===== src/rtl/cpu_types_pkg.sv =====
// Shared CPU-side types: RAM handshake state, coherence FSM states and
// the word offsets inside a two-word block.
package cpu_types_pkg;

    typedef enum logic [1:0] {FREE, BUSY, ACCESS, ERROR} ramstate_t;

    typedef enum logic [3:0] {
        IDLE, IFETCH, WB, SNOOP, C2C0, C2C1, RD0, RD1, INV
    } coh_state_t;

    localparam logic [2:0] WORD0 = 3'b000;
    localparam logic [2:0] WORD1 = 3'b100;

    function automatic logic [31:0] blk_addr(input logic [31:0] a, input logic [2:0] off);
        return {a[31:3], off};
    endfunction

endpackage


===== src/rtl/rr_arbiter.sv =====
// Two-way round-robin grant. The pointer names the favoured core and
// flips whenever a grant is consumed.
module rr_arbiter (
    input  logic       CLK,
    input  logic       nRST,
    input  logic [1:0] req,
    input  logic       advance,
    output logic       gnt_vld,
    output logic       gnt
);

    logic ptr;

    assign gnt_vld = |req;
    assign gnt     = req[ptr] ? ptr : ~ptr;

    always_ff @(posedge CLK or negedge nRST) begin
        if (!nRST)
            ptr <= 1'b0;
        else if (advance)
            ptr <= ~ptr;
    end

endmodule


===== src/rtl/coherence_ctrl.sv =====
// Two-core snooping bus controller: one transaction at a time, cache-to-cache
// transfer with memory update on a modified snoop hit, queued invalidates.
module coherence_ctrl
    import cpu_types_pkg::*;
(
    input  logic             CLK,
    input  logic             nRST,
    input  logic [1:0]       iREN,
    input  logic [1:0][31:0] iaddr,
    input  logic [1:0]       dREN,
    input  logic [1:0]       dWEN,
    input  logic [1:0][31:0] daddr,
    input  logic [1:0][31:0] dstore,
    input  logic [1:0]       ccwrite,
    output logic [1:0]       iwait,
    output logic [1:0][31:0] iload,
    output logic [1:0]       dwait,
    output logic [1:0][31:0] dload,
    output logic [1:0]       ccwait,
    output logic [1:0]       ccinv,
    output logic [1:0][31:0] ccsnoopaddr,
    output logic             ramREN,
    output logic             ramWEN,
    output logic [31:0]      ramaddr,
    output logic [31:0]      ramstore,
    input  logic [31:0]      ramload,
    input  ramstate_t        ramstate
);

    coh_state_t       state, nxt;
    logic             r, o;
    logic [31:0]      blk;
    logic [1:0]       pend_inv;
    logic [1:0][31:0] pend_addr;
    logic [1:0]       areq;
    logic             gnt_vld, gnt, advance, acc;

    assign o       = ~r;
    assign acc     = (ramstate == ACCESS);
    assign advance = (state == IDLE) && gnt_vld;

    // One pointer shared by all request classes; the class is chosen first.
    always_comb begin
        if (|pend_inv)
            areq = pend_inv;
        else if (|(dREN | dWEN))
            areq = dREN | dWEN;
        else
            areq = iREN;
    end

    rr_arbiter u_arb (
        .CLK     (CLK),
        .nRST    (nRST),
        .req     (areq),
        .advance (advance),
        .gnt_vld (gnt_vld),
        .gnt     (gnt)
    );

    // Snoop-side outputs kept apart so they never depend on the snoop response.
    always_comb begin
        ccwait      = '0;
        ccinv       = '0;
        ccsnoopaddr = '0;
        case (state)
            SNOOP, C2C0: begin
                ccwait[o]      = 1'b1;
                ccsnoopaddr[o] = blk_addr(blk, WORD0);
            end
            C2C1: begin
                ccwait[o]      = 1'b1;
                ccsnoopaddr[o] = blk_addr(blk, WORD1);
            end
            INV: begin
                ccwait[o]      = 1'b1;
                ccinv[o]       = 1'b1;
                ccsnoopaddr[o] = pend_addr[r];
            end
            default: ;
        endcase
    end

    always_comb begin
        nxt      = state;
        iwait    = '1;
        dwait    = '1;
        iload    = '0;
        dload    = '0;
        ramREN   = 1'b0;
        ramWEN   = 1'b0;
        ramaddr  = '0;
        ramstore = '0;
        case (state)
            IDLE: begin
                if (gnt_vld) begin
                    if (|pend_inv)     nxt = INV;
                    else if (dWEN[gnt]) nxt = WB;
                    else if (dREN[gnt]) nxt = SNOOP;
                    else                nxt = IFETCH;
                end
            end
            IFETCH: begin
                ramREN   = 1'b1;
                ramaddr  = iaddr[r];
                iload[r] = ramload;
                if (acc) begin
                    iwait[r] = 1'b0;
                    nxt      = IDLE;
                end
            end
            WB: begin
                ramWEN   = 1'b1;
                ramaddr  = daddr[r];
                ramstore = dstore[r];
                if (acc) begin
                    dwait[r] = 1'b0;
                    nxt      = IDLE;
                end
            end
            SNOOP: nxt = ccwrite[o] ? C2C0 : RD0;
            C2C0, C2C1: begin
                if (!dREN[r]) begin
                    nxt = IDLE;
                end else begin
                    ramWEN   = 1'b1;
                    ramaddr  = blk_addr(blk, (state == C2C0) ? WORD0 : WORD1);
                    ramstore = dstore[o];
                    dload[r] = dstore[o];
                    if (acc) begin
                        dwait[r] = 1'b0;
                        nxt      = (state == C2C0) ? C2C1 : IDLE;
                    end
                end
            end
            RD0, RD1: begin
                if (!dREN[r]) begin
                    nxt = IDLE;
                end else begin
                    ramREN   = 1'b1;
                    ramaddr  = blk_addr(blk, (state == RD0) ? WORD0 : WORD1);
                    dload[r] = ramload;
                    if (acc) begin
                        dwait[r] = 1'b0;
                        nxt      = (state == RD0) ? RD1 : IDLE;
                    end
                end
            end
            INV:     nxt = IDLE;
            default: nxt = IDLE;
        endcase
    end

    always_ff @(posedge CLK or negedge nRST) begin
        if (!nRST) begin
            state <= IDLE;
            r     <= 1'b0;
            blk   <= '0;
        end else begin
            state <= nxt;
            if (advance) begin
                r   <= gnt;
                blk <= daddr[gnt];
            end
        end
    end

    // A core being snooped holds ccwrite as its response; that is not an upgrade.
    always_ff @(posedge CLK or negedge nRST) begin
        if (!nRST) begin
            pend_inv  <= '0;
            pend_addr <= '0;
        end else begin
            if (state == INV)
                pend_inv[r] <= 1'b0;
            for (int c = 0; c < 2; c++) begin
                if (ccwrite[c] && !dREN[c] && !dWEN[c] && !ccwait[c]) begin
                    pend_inv[c]  <= 1'b1;
                    pend_addr[c] <= daddr[c];
                end
            end
        end
    end

endmodule

===== config.mk =====
export PLATFORM = sky130hd
export DESIGN_NAME = coherence_ctrl
export DESIGN_NICKNAME = d
export VERILOG_FILES = /design/src/rtl/cpu_types_pkg.sv /design/src/rtl/rr_arbiter.sv /design/src/rtl/coherence_ctrl.sv
export SDC_FILE = /design/constraint.sdc
export NUM_CORES = 1
export LEC_CHECK = 0
export ABC_AREA = 1
export CAP_MARGIN = 20
export CORE_AREA = 2 2 196 198
export CTS_CLUSTER_SIZE = 30
export DETAILED_ROUTE_END_ITERATION = 10
export DIE_AREA = 0 0 198 200
export GPL_TIMING_DRIVEN = 1
export PLACE_DENSITY = 0.48
export SYNTH_ARGS = -nofsm -noshare
export SYNTH_HDL_FRONTEND = slang
export SYNTH_SLANG_ARGS = --single-unit

===== constraint.sdc =====
create_clock -name CLK -period 2.8 [get_ports CLK]
set_input_delay 0.42 -clock CLK [delete_from_list [all_inputs] [get_ports CLK]]
set_output_delay 0.42 -clock CLK [all_outputs]
set_load 0.02 [all_outputs]

Yosys cells after proc, flatten, opt, wreduce, memory -nomap -nowiden

Index checks and enable logic that the tools add are counted.
W data, S select, Z words.

Memory bits (writable): 0
Bits in read-only memories: 0
Input port bits: 236
Flip-flop bits (word level): 104
Memories kept: 0
Logic and storage cells: 135
Latch bits: 0
Output and inout port bits: 266

Add/sub/neg operators: 0
Bitwise logic cells: 10
Order comparisons: 6
Shift operators: 0
Multiplexer cells: 70
Reduce and logical (&&, ||, !) cells: 28
Div/mod/pow operators: 0
Multipliers: 0
Equality and inequality tests: 13

Operators with widths:

| cell                 | number |
|---|---|
| $mux W32             | 17 |
| $and A64 B64 Y64     | 5 |
| $mux W64             | 3 |
| $pmux W64 S3         | 1 |
| $pmux W32 S4         | 1 |
| $pmux W64 S2         | 1 |
| $demux W32 S1        | 2 |
| $pmux W32 S2         | 1 |
| $mux W4              | 7 |
| $mux W2              | 11 |
| $pmux W4 S5          | 1 |
| $eq A4 B3 Y1 const B | 4 |
| $mux W1              | 16 |
| $reduce_or A2 Y1     | 7 |
| $mux W3              | 4 |
| $logic_and A1 B1 Y1  | 9 |
| $eq A4 B2 Y1 const B | 2 |
| $lt A1 B2 Y1 const B | 4 |
| $reduce_or A4 Y1     | 2 |
| $logic_not A1 Y1     | 6 |
| $ne A3 B3 Y1 const B | 2 |
| $eq A4 B1 Y1 const B | 1 |
| $eq A4 B4 Y1 const B | 1 |
| $logic_not A4 Y1     | 1 |
| other kinds (13)     | 18 |

Logic depth before layout (Yosys ltp)

Gate-level depths: netlist (run 1).

Depth in word-level cells: 14
Mapped depth: 14
Gate-level depth less buffers: 13

Cells and area by module

Synthesis (run 1) repeated with hierarchy kept, for this count alone.

Cells, all modules: 1461
Area total of the unflattened synthesis: 8678.3 um^2

By module, submodules not included:

| module         | times used | cells each | sequential area each (um^2) | area each (um^2) |
|---|---|---|---|---|
| coherence_ctrl | 1          | 1452       | 2502.4                      | 8619.5 |
| rr_arbiter     | 1          | 9          | 25.0                        | 58.8 |

Least setup slack after synthesis (run 1)

OpenSTA, ideal clock, no wires.

Path type: input port to output port
From: input port dREN[0]
To: output port dload[15] (netlist bit)
Data arrival time: 1.716 ns
Required time: 2.380 ns
Buffers on the path: 2
Path slack: 0.664 ns
Cell stages on the path: 10
Cells stage by stage: inv_1 > nor2_1 > a21oi_1 > inv_1 > nand2_2 > nor2_1 > inv_1 > buf_2 > buf_2 > o21ai_0

RTL lines:

| element            | RTL line             | text |
|---|---|---|
| start: declaration | coherence_ctrl.sv:10 | `input logic [1:0] dREN,` |
| end: declaration   | coherence_ctrl.sv:18 | `output logic [1:0][31:0] dload,` |

Worst setup path in the final report (run 1)

From: register r
To: output port ramstore[8]

Cells in the longest elaborated chain, start to end: 4

RTL lines:

| element                                                                 | RTL line                                     | text |
|---|---|---|
| start: declaration                                                      | coherence_ctrl.sv:31                         | `logic r, o;` |
| start signal: assignment                                                | coherence_ctrl.sv:162                        | `r <= gnt;` |
| $mux W32 (not written as such) or $mux W1 (tied branches) (2 in series) | coherence_ctrl.sv:128, coherence_ctrl.sv:123 |  |
| $mux W32                                                                | coherence_ctrl.sv:123                        | `if (!dREN[r]) begin` |
| $pmux W32 S2 *                                                          | coherence_ctrl.sv:94                         | `case (state)` |
| end: declaration                                                        | coherence_ctrl.sv:25                         | `output logic [31:0] ramstore,` |

Every way passes the cells marked *; elsewhere a longest branch is shown, timed or not. The select of a mux whose other input is x is not followed.

==> impl_metrics.json, run 1 <==
{
  "cts.clk_slew.worst_paths_ns": 0.07,
  "regArea_um2": 2530,
  "rsz0062_at_grt": "yes",
  "cap_violations": 0,
  "place_ws_ns": -0.348,
  "fill_cells": 3999,
  "slew_violations": 0,
  "final_util_pct": 39.1,
  "first_pass_iters": 5,
  "final-hold-violation-count": 0,
  "powerDensity_nw_per_um2": 867,
  "drive_gt1_share_pct": 16.4,
  "setup_violations": 0,
  "dieHeight_um": 200,
  "ctsHtreeMaxLevel": 3,
  "yosysUniqueCellTypes": 29,
  "worst_slew_pin_slew_ns": 0.563,
  "multi_input_area_um2": 4590,
  "post-dp-hpwl_mm": 38.1,
  "synthMuxAreaShare_pct": 3.99,
  "crit_required_ns": 2.38,
  "max_freq_mhz": 362,
  "io_buffers": 501,
  "skew_ns": 0.00272,
  "yosys.area_share.simple_pct": 23.6,
  "yosys-top-cells-area": "dfrtp_1 (32%), nand2_1 (15%), o21ai_0 (7.7%)",
  "synth_edf_count": 0,
  "worstSkewPairLatency_ns": 0.36,
  "synth_xor_area_share_pct": 0.111,
  "hp-class": "in -> async",
  "slew_headroom_pct": 62.4,
  "stdcell_area_um2": 14600,
  "grt.overflow.total": 0,
  "stdcell_count": 2208,
  "post-route-period-util_pct": 98.8,
  "final.setup.worst_slack_ns": 0.0349,
  "grt_start_max_net_pins": 62,
  "drt_first_iter_violations": 556,
  "syn_area_um2": 7900,
  "cellLeakagePower_nw": 7.51,
  "vias": 10800,
  "arrival_ns": 2.35,
  "synth_nets": 1396,
  "crit_fanout": 6,
  "rrSetupSlack_ns": 0.30,
  "coreArea_um2": 37400,
  "design.die.area_um2": 39600,
  "placed_cells": 2165,
  "avgViaCountPerCell": 4.87,
  "nets": 1924,
  "syn_avg_cell_area_um2": 6.81,
  "cp-start-kind": "flop",
  "die_w_um": 198,
  "track_usage_pct": 24.4,
  "synth-adder-area-share_pct": 0,
  "netlist.area_leader.share_pct": 32.0,
  "ctsHoldBuffers": 0,
  "holdWs_ns": 0.000505,
  "cts_buffer_depth": 2,
  "yosysSeqAreaShare_pct": 32.0,
  "clock_tree.root_cell": "clkbuf_16",
  "timing.final.crit_period_ns": 2.77,
  "worst_setup_path_end_kind": "output port",
  "syn_to_final_growth_pct": 85.2,
  "ys_ff_latch": 101,
  "wl_per_cell_um": 23.0,
  "row_count": 71,
  "ant_nets": 0,
  "yosysWarnings": 0,
  "synth_top_area_cell": "dfrtp_1",
  "grt_pass1_vias": 10700,
  "outcome": "finished, final reports clean",
  "synth-compound-area-share_pct": 28.8,
  "numClockSinks": 101,
  "setup-tns-final_ns": 0,
  "post-route-drc-count": 0,
  "cts_buffers": 9,
  "ir_drop_uv": 413,
  "gp_congestion": 0.938,
  "post_dp_cell_area_um2": 14200,
  "routed_wl_mm": 50.7,
  "io_pins": 502,
  "syn_inst": 1160,
  "grt_pass1_wl_mm": 71.3,
  "cts_tree": "built",
  "grt_antenna_before_repair": 6,
  "async_reset_ff_share_pct": 100,
  "start_util_pct": 21.1,
  "synth_top_family_by_area": "compound AO/OA/AOI/OAI gates",
  "finalPower_mw": 12.7,
  "path_class": "reg -> out",
  "ys.flop_type": "dfrtp_1"
}
-- power by group --
part | switching (mW) | internal [mW] | leakage, nW
clock network | 0.600 | 0.689 | 0.132
registers | 0.529 | 2.17 | 1.22
logic | 5.31 | 3.38 | 6.15
total | 6.44 | 6.24 | 7.51
-- cell usage in the layout, fill, tap and decap left out, types with 9 or more instances in the layout --
master           synthesis  final
mux2_4                  21     21
clkdlybuf4s50_1          0    237
buf_2                   47     20
nand2_1                320    314
dlygate4sd2_1            0    137
dlymetal6s2s_1           0     23
o211ai_1                29     29
a221oi_1                14     14
o22ai_1                 58     55
clkdlybuf4s15_1          0     13
a32o_1                  58     58
nor2_1                 145    136
clkbuf_16                0     12
inv_1                  118    112
o21ai_0                122    121
clkbuf_2                 0     29
buf_4                    1     89
a211o_1                  9      9
a21oi_1                 28     27
buf_12                   0     43
dfrtp_1                101     98
-- sequential cells by signal (all words and copies together) (netlist names) --
register and cells:
state 4, u_arb.ptr 1, blk 29, r 1, pend_addr 64, pend_inv 2
-- cell usage after synthesis, types with 3 or more instances --
cell type and instances:
nand2_1 320, nor2_1 145, o21ai_0 122, inv_1 118, dfrtp_1 101, a32o_1 58
o22ai_1 58, buf_2 47, clkbuf_1 32, o211ai_1 29, a21oi_1 28, mux2_4 21
a221oi_1 14, buf_1 10, a211o_1 9, nand3_1 8, o2111ai_1 7, a22oi_1 5
inv_2 5, o221ai_1 5, buf_6 4, nand3_2 3, nor2_2 3
-- repair_timing --
item	in CTS	in global routing
resized for setup	314	129
endpoints found under the setup margin	224	145
pin swaps	7	7
gates cloned	3	4
setup buffers	12	5
-- kinds of logic (layout without fill, tap and decap cells) --
logic type | after synthesis | after routing
AOI/OAI and AO/OA | 337 | 337
xor gates and xnor gates | 1 | 1
buffers and inverters | 217 | 749
DFF | 101 | 101
muxes | 21 | 21
other | 0 | 5
and+or+nand+nor | 483 | 483
-- final timing paths --
path,start,endpoint,cells past startpoint
max in group asynchronous,nRST,pend_addr[56],3
hold reg to reg,pend_addr[0],pend_addr[0],2
min in group CLK,pend_addr[0],pend_addr[0],2
hold / removal,nRST,blk[20],1
setup / recovery,r,ramstore[8],11
setup reg to reg,state[3],pend_addr[3],10
-- final cells by class --
type | count | area share, %
repair buffers | 611 | 41.6
multi-input cells | 842 | 31.4
flip-flops and latches | 101 | 17.3
well taps | 511 | 4.37
inverters | 123 | 3.24
clock buffers | 11 | 1.59
clock inverters | 4 | 0.342
diodes | 5 | 0.0856
-- worst max-delay path, stage by stage (launching register included) --
cell	delay (ns)
dfrtp_4	0.53
nor2_4	0.12
a21oi_4	0.05
buf_6	0.12
nor2_4	0.10
nand2_2	0.09
nand2_2	0.10
clkinv_4	0.07
buf_6	0.13
buf_6	0.12
o211ai_1	0.33
buf_4	0.22
-- per-layer routing --
layer  vias to the layer above  part of all wire [%]  track usage [%]
li1                       5020                     -                -
met1                      5155                    38             27.9
met2                       499                    50             42.8
met3                        84                   7.8             6.23
met4                         2                   4.3             11.7
met5                         -                 0.024                0
Note: power is estimated with default switching activity, not from simulation.
==> run 2, diff against run 1 <==
PLACE_DENSITY = 0.61   (was 0.48)
REMOVE_ABC_BUFFERS = 1   (was default)
==> run 2 against run 1 <==
Against the previous run: worst hold slack better by 0.018 ns; first-iteration DRC count is 27% higher; sequential cell count stayed put; final area is 1.7% lower; non-clock buffer count is 10 lower; worst setup slack worse by 0.014 ns.
==> impl_metrics.json, run 2 (synthesis results as in run 1) <==
{
  "gp_congestion": 0.994,
  "cp-start-kind": "flop",
  "stdcell_area_um2": 14400,
  "io_pins": 502,
  "drive_gt1_share_pct": 16.8,
  "crit_fanout": 11,
  "holdWs_ns": 0.0184,
  "ir_drop_uv": 578,
  "post-route-drc-count": 0,
  "track_usage_pct": 22.8,
  "clkPwrFrac_pct": 9.9,
  "grt_pass1_wl_mm": 66.9,
  "cts.clk_slew.worst_paths_ns": 0.08,
  "top_regs": "pend_addr (64), blk (29), state (4)",
  "post_dp_cell_area_um2": 14100,
  "wl_per_cell_um": 22.2,
  "largest-register": "pend_addr",
  "first_pass_iters": 5,
  "numClockSinks": 101,
  "drt_first_iter_violations": 706,
  "worstSkewPairLatency_ns": 0.35,
  "arrival_ns": 2.36,
  "ctsHoldBuffers": 0,
  "cts_tree": "built",
  "slew_headroom_pct": 66.8,
  "timing.final.crit_period_ns": 2.78,
  "finalPower_mw": 12.5,
  "ant_nets": 0,
  "regToRegEndpoint": "pend_addr[30]",
  "skew_ns": 0.0106,
  "grt_antenna_before_repair": 9,
  "intPower_mw": 6.09,
  "dieHeight_um": 200,
  "switching_share_pct": 51.3,
  "coreArea_um2": 37400,
  "cap_violations": 0,
  "power_frac_seq_pct": 21.4,
  "power_frac_comb_pct": 68.7,
  "clock_tree.root_cell": "clkbuf_16",
  "final.setup.worst_slack_ns": 0.0210,
  "setup-tns-final_ns": 0,
  "die_w_um": 198,
  "cellLeakagePower_nw": 7.59,
  "hp-class": "in -> async",
  "place_ws_ns": -0.423,
  "final_common_cell": "nand2_1",
  "outcome": "finished, final reports clean",
  "grt_start_max_net_pins": 68,
  "row_count": 71,
  "grt.overflow.total": 0,
  "rrSetupSlack_ns": 0.56,
  "ctsHtreeMaxLevel": 3,
  "r2r.worst_path.cells": 9,
  "power_switching_mw": 6.40,
  "syn_to_final_growth_pct": 82.1,
  "worst_slew_pin_slew_ns": 0.498,
  "final-hold-violation-count": 0,
  "slew_violations": 0,
  "max_freq_mhz": 360,
  "grt_pass1_vias": 10400,
  "setup_violations": 0,
  "cts_buffer_depth": 2,
  "design.die.area_um2": 39600,
  "worst_setup_path_end_kind": "output port",
  "avgViaCountPerCell": 4.87,
  "layout_common_cells": "nand2_1 (315), clkdlybuf4s50_1 (240), nor2_1 (138), inv_1 (115), o21ai_0 (115)",
  "crit_required_ns": 2.38,
  "post-route-period-util_pct": 99.3,
  "io_buffers": 501,
  "r2r_start": "state[1]",
  "path_class": "reg -> out",
  "powerDensity_nw_per_um2": 869,
  "vias": 10700,
  "post-dp-hpwl_mm": 36.4,
  "cts_buffers": 9,
  "start_util_pct": 21.1,
  "routed_wl_mm": 48.8,
  "nets": 1914,
  "largest_reg_flops": 64,
  "rsz0062_at_grt": "yes"
}
[run 2: changes by cell type in the layout (fill, tap and decap cells not counted), moves of 5 or more]
| cell | delta |
|---|---|
| dlygate4sd2_1 | -41 |
| clkbuf_2 | +31 |
| dlymetal6s2s_1 | +20 |
| buf_12 | -10 |
| buf_4 | -7 |
| o21ai_0 | -6 |
| buf_6 | -5 |
| o21ai_1 | +5 |
[run 2: what timing repair did]
action                                  CTS  global route
gates cloned                              1             5
gates resized for setup                 285           226
endpoints found under the setup margin  241           140
pin swaps                                 6             4
endpoints found under the hold margin     0             0
setup buffers                             7             3
[run 2: power groups by stage]
stage	registers, mW	logic, mW	clock network (mW)
2_1_floorplan	2.66	4.26	0
3_3_place_gp	2.65	8.78	0
3_5_place_dp	2.67	8.83	0
4_1_cts	2.65	8.62	1.27
5_1_grt	2.75	9.26	1.33
6_report	2.67	8.59	1.24
[run 2: how the worst max path moves through the flow]
stage,end,from
finish,ramaddr[19],r
global route,ramaddr[19],r
CTS,ramaddr[13],state[3]
detailed placement,ramstore[24],dREN[0]
global placement,dload[19],dREN[0]
floorplan,ramaddr[10],r
[run 2: area by class of cell]
type                    instances  area [µm²]
clock buffers                  11         243
flip-flops and latches        101        2530
clock inverters                 5        36.3
fillers                      3934       23000
inverters                     123         474
diodes                          2        5.00
repair buffers                601        5860
multi-input cells             842        4590
well taps                     511         639
[run 2: metrics by stage]
step / cells / util (%)
after floorplan: 1066 / -
after global placement: 2162 / 37.7
after detailed placement: 2162 / 37.7
after CTS: 2186 / 38.3
after global routing: 2196 / 38.4
final: 2196 / 38.4
[run 2: critical path, cell delays in order, from the launching register on]
cell and delay (ns):
dfrtp_4 0.53, buf_4 0.16, a21oi_4 0.15, inv_1 0.07
nand2_2 0.09, buf_8 0.17, inv_2 0.13, buf_12 0.16
a211o_1 0.28, clkdlybuf4s15_2 0.25
[run 2: layer usage]
layer,up-vias,global-route usage [%],part of all wire (%)
li1,4997,-,-
met1,5101,27.0,39
met2,522,40.5,50
met3,69,5.31,8.0
met4,12,8.05,2.9
met5,-,0,0.20
==> run 3, diff against run 2 <==
CTS_BUF_LIST = sky130_fd_sc_hd__clkbuf_8   (was default)
==> run 3 against run 2 <==
Against the previous run: sequential cell count unchanged; die area unchanged; worst hold slack better by 0.48 ns; utilization shrank 0.23 points; global-route usage is 0.43 points higher; routed wire length down 0.29%; sequential share of layout area increased by 0.11 points; clock power is 26% lower; count of clock-buffer cells in the layout down 1; power down 2.3%; cell count rose by 0.18%; largest power group unchanged.
==> impl_metrics.json, run 3 (synthesis results as in run 1) <==
{
  "outcome": "finished, final reports clean",
  "post-route-drc-count": 0,
  "cts_buffer_depth": 2,
  "crit_required_ns": 2.38,
  "rrSetupSlack_ns": 0.57,
  "setup_violations": 0,
  "final.setup.worst_slack_ns": 0.0255,
  "nets": 1918,
  "layout_common_cells": "nand2_1 (302), clkdlybuf4s50_1 (238), nor2_1 (137), dlygate4sd2_1 (120), inv_1 (113)",
  "gp_congestion": 0.994,
  "powerDensity_nw_per_um2": 854,
  "coreArea_um2": 37400,
  "grt_pass1_wl_mm": 67.9,
  "cts.clk_slew.worst_paths_ns": 0.11,
  "grt.overflow.total": 0,
  "hp-start": "pend_addr[61]",
  "r2r_start": "state[3]",
  "min_delay_path_depth": 2,
  "cp-start-kind": "flop",
  "track_usage_pct": 23.3,
  "ir_drop_uv": 569,
  "slew_headroom_pct": 66.8,
  "cap_violations": 0,
  "place_ws_ns": -0.423,
  "drive_gt1_share_pct": 19.8,
  "dieHeight_um": 200,
  "rsz0062_at_grt": "yes",
  "cp_top_family": "buffers and inverters",
  "drt_first_iter_violations": 595,
  "syn_to_final_growth_pct": 81.0,
  "largest_reg_flops": 64,
  "worstSkewPairLatency_ns": 0.39,
  "crit_start": "state[3]",
  "grt_antenna_before_repair": 7,
  "cp_slowest_cell": "dfrtp_1",
  "cp_cell_sequence": "nor2_2 > nand2_2 > nor2_2 > buf_4 > inv_4 > nor2_4 > buf_12 > buf_16 > nand2_1 > buf_4 > o211ai_1 > buf_4",
  "ctsHtreeMaxLevel": 3,
  "slew_violations": 0,
  "crit_fanout": 7,
  "slowest_delay_ns": 0.44,
  "design.die.area_um2": 39600,
  "max_freq_mhz": 360,
  "r2r.worst_path.cells": 9,
  "clock_tree.root_cell": "clkbuf_8",
  "cts_buffers": 9,
  "grt_start_max_net_pins": 68,
  "hp-class": "reg -> reg",
  "worst_slew_pin_slew_ns": 0.498,
  "largest-register": "pend_addr",
  "path_class": "reg -> out",
  "avgViaCountPerCell": 4.88,
  "io_pins": 502,
  "post-dp-hpwl_mm": 36.4,
  "start_util_pct": 21.1,
  "wl_per_cell_um": 22.1,
  "routed_wl_mm": 48.7,
  "regToRegEndpoint": "pend_addr[30]",
  "final_common_cell": "nand2_1",
  "worst_setup_path_end_kind": "output port",
  "arrival_ns": 2.35,
  "ant_nets": 0,
  "io_buffers": 501,
  "cts_tree": "built",
  "row_count": 71,
  "vias": 10700,
  "top_regs": "pend_addr (64), blk (29), state (4)",
  "crit_buf_inv": 6,
  "die_w_um": 198,
  "first_pass_iters": 5,
  "cellLeakagePower_nw": 7.17,
  "critPathMostFrequentCell": "buf_4",
  "min_to": "pend_addr[61]",
  "final-hold-violation-count": 0,
  "skew_ns": 0.0142,
  "stdcell_count": 2200,
  "post-route-period-util_pct": 99.1,
  "numClockSinks": 101,
  "timing.final.crit_period_ns": 2.77,
  "placed_cells": 2162,
  "grt_pass1_vias": 10500
}
[run 3: cell count changes in the layout (fill, tap and decap cells not counted), sizes merged]
| cell | previous run | this run |
|---|---|---|
| clkdlybuf4s50 | 240 | 238 |
| dlygate4sd2 | 96 | 120 |
| clkbuf | 76 | 66 |
| clkdlybuf4s15 | 21 | 19 |
| buf | 135 | 165 |
| inv | 123 | 124 |
| dlygate4sd3 | 0 | 1 |
| dlymetal6s2s | 43 | 5 |
[run 3: how the worst max path moves through the flow]
stage | to | slack (ns) | cells past startpoint
final | ramstore[25] | 0.03 | 12
after CTS | ramaddr[13] | -0.09 | 11
after global routing | ramstore[25] | -0.11 | 11
after global placement | dload[19] | -0.44 | 12
after floorplan | ramaddr[10] | -3.54 | 4
after detailed placement | ramstore[24] | -0.42 | 12
[run 3: tightest hold or removal path: stages, from the launching register on]
cell and delay [ns]:
dfrtp_1 0.36, nand2_1 0.05, o21ai_0 0.06
[run 3: what timing repair did]
| action | 4_1_cts | 5_1_grt |
|---|---|---|
| hold buffers | 1 | 0 |
| hold endpoints to repair | 34 | 0 |
| cloned | 4 | 1 |
| setup endpoints to repair | 245 | 142 |
| resized for setup | 442 | 223 |
| buffers inserted | 12 | 5 |
| pin swaps | 10 | 8 |
[run 3: power by group]
part           total (mW)  switching, mW  leakage [nW]  internal (mW)
Clock               0.922          0.574        0.0974          0.348
Combinational        8.62           5.32          5.85           3.30
Sequential           2.67          0.506          1.22           2.16
Total                12.2           6.40          7.17           5.81
[run 3: metal layers]
| layer | track usage (%) | routed length (µm) | vias to the layer above |
|---|---|---|---|
| li1 | - | - | 4997 |
| met1 | 27.0 | 18800 | 5130 |
| met4 | 8.38 | 1420 | 10 |
| met3 | 5.63 | 4020 | 68 |
| met5 | 0 | 73 | - |
| met2 | 41.6 | 24300 | 534 |
[run 3: layout make-up]
type,count,area (µm²)
timing repair buffer,605,5750
tap,511,639
fill,3954,23100
clock buffer,10,138
inverter,123,477
sequential,101,2530
multi-input combinational,842,4710
clock inverter,6,40.0
antenna,2,5.00
[run 3: stage by stage]
step,util (%),setup TNS [ns],cell area [µm²],hold slack (ns),power [mW]
floorplan,-,-604.12,7450,0.124,6.92
global placement,37.7,-28.97,14100,0.416,11.4
detailed placement,37.7,-30.29,14100,0.417,11.5
CTS,38.2,-0.132,14300,0.500,12.2
global route,38.2,-0.743,14300,0.524,13.0
finish,38.2,0,14300,0.500,12.2
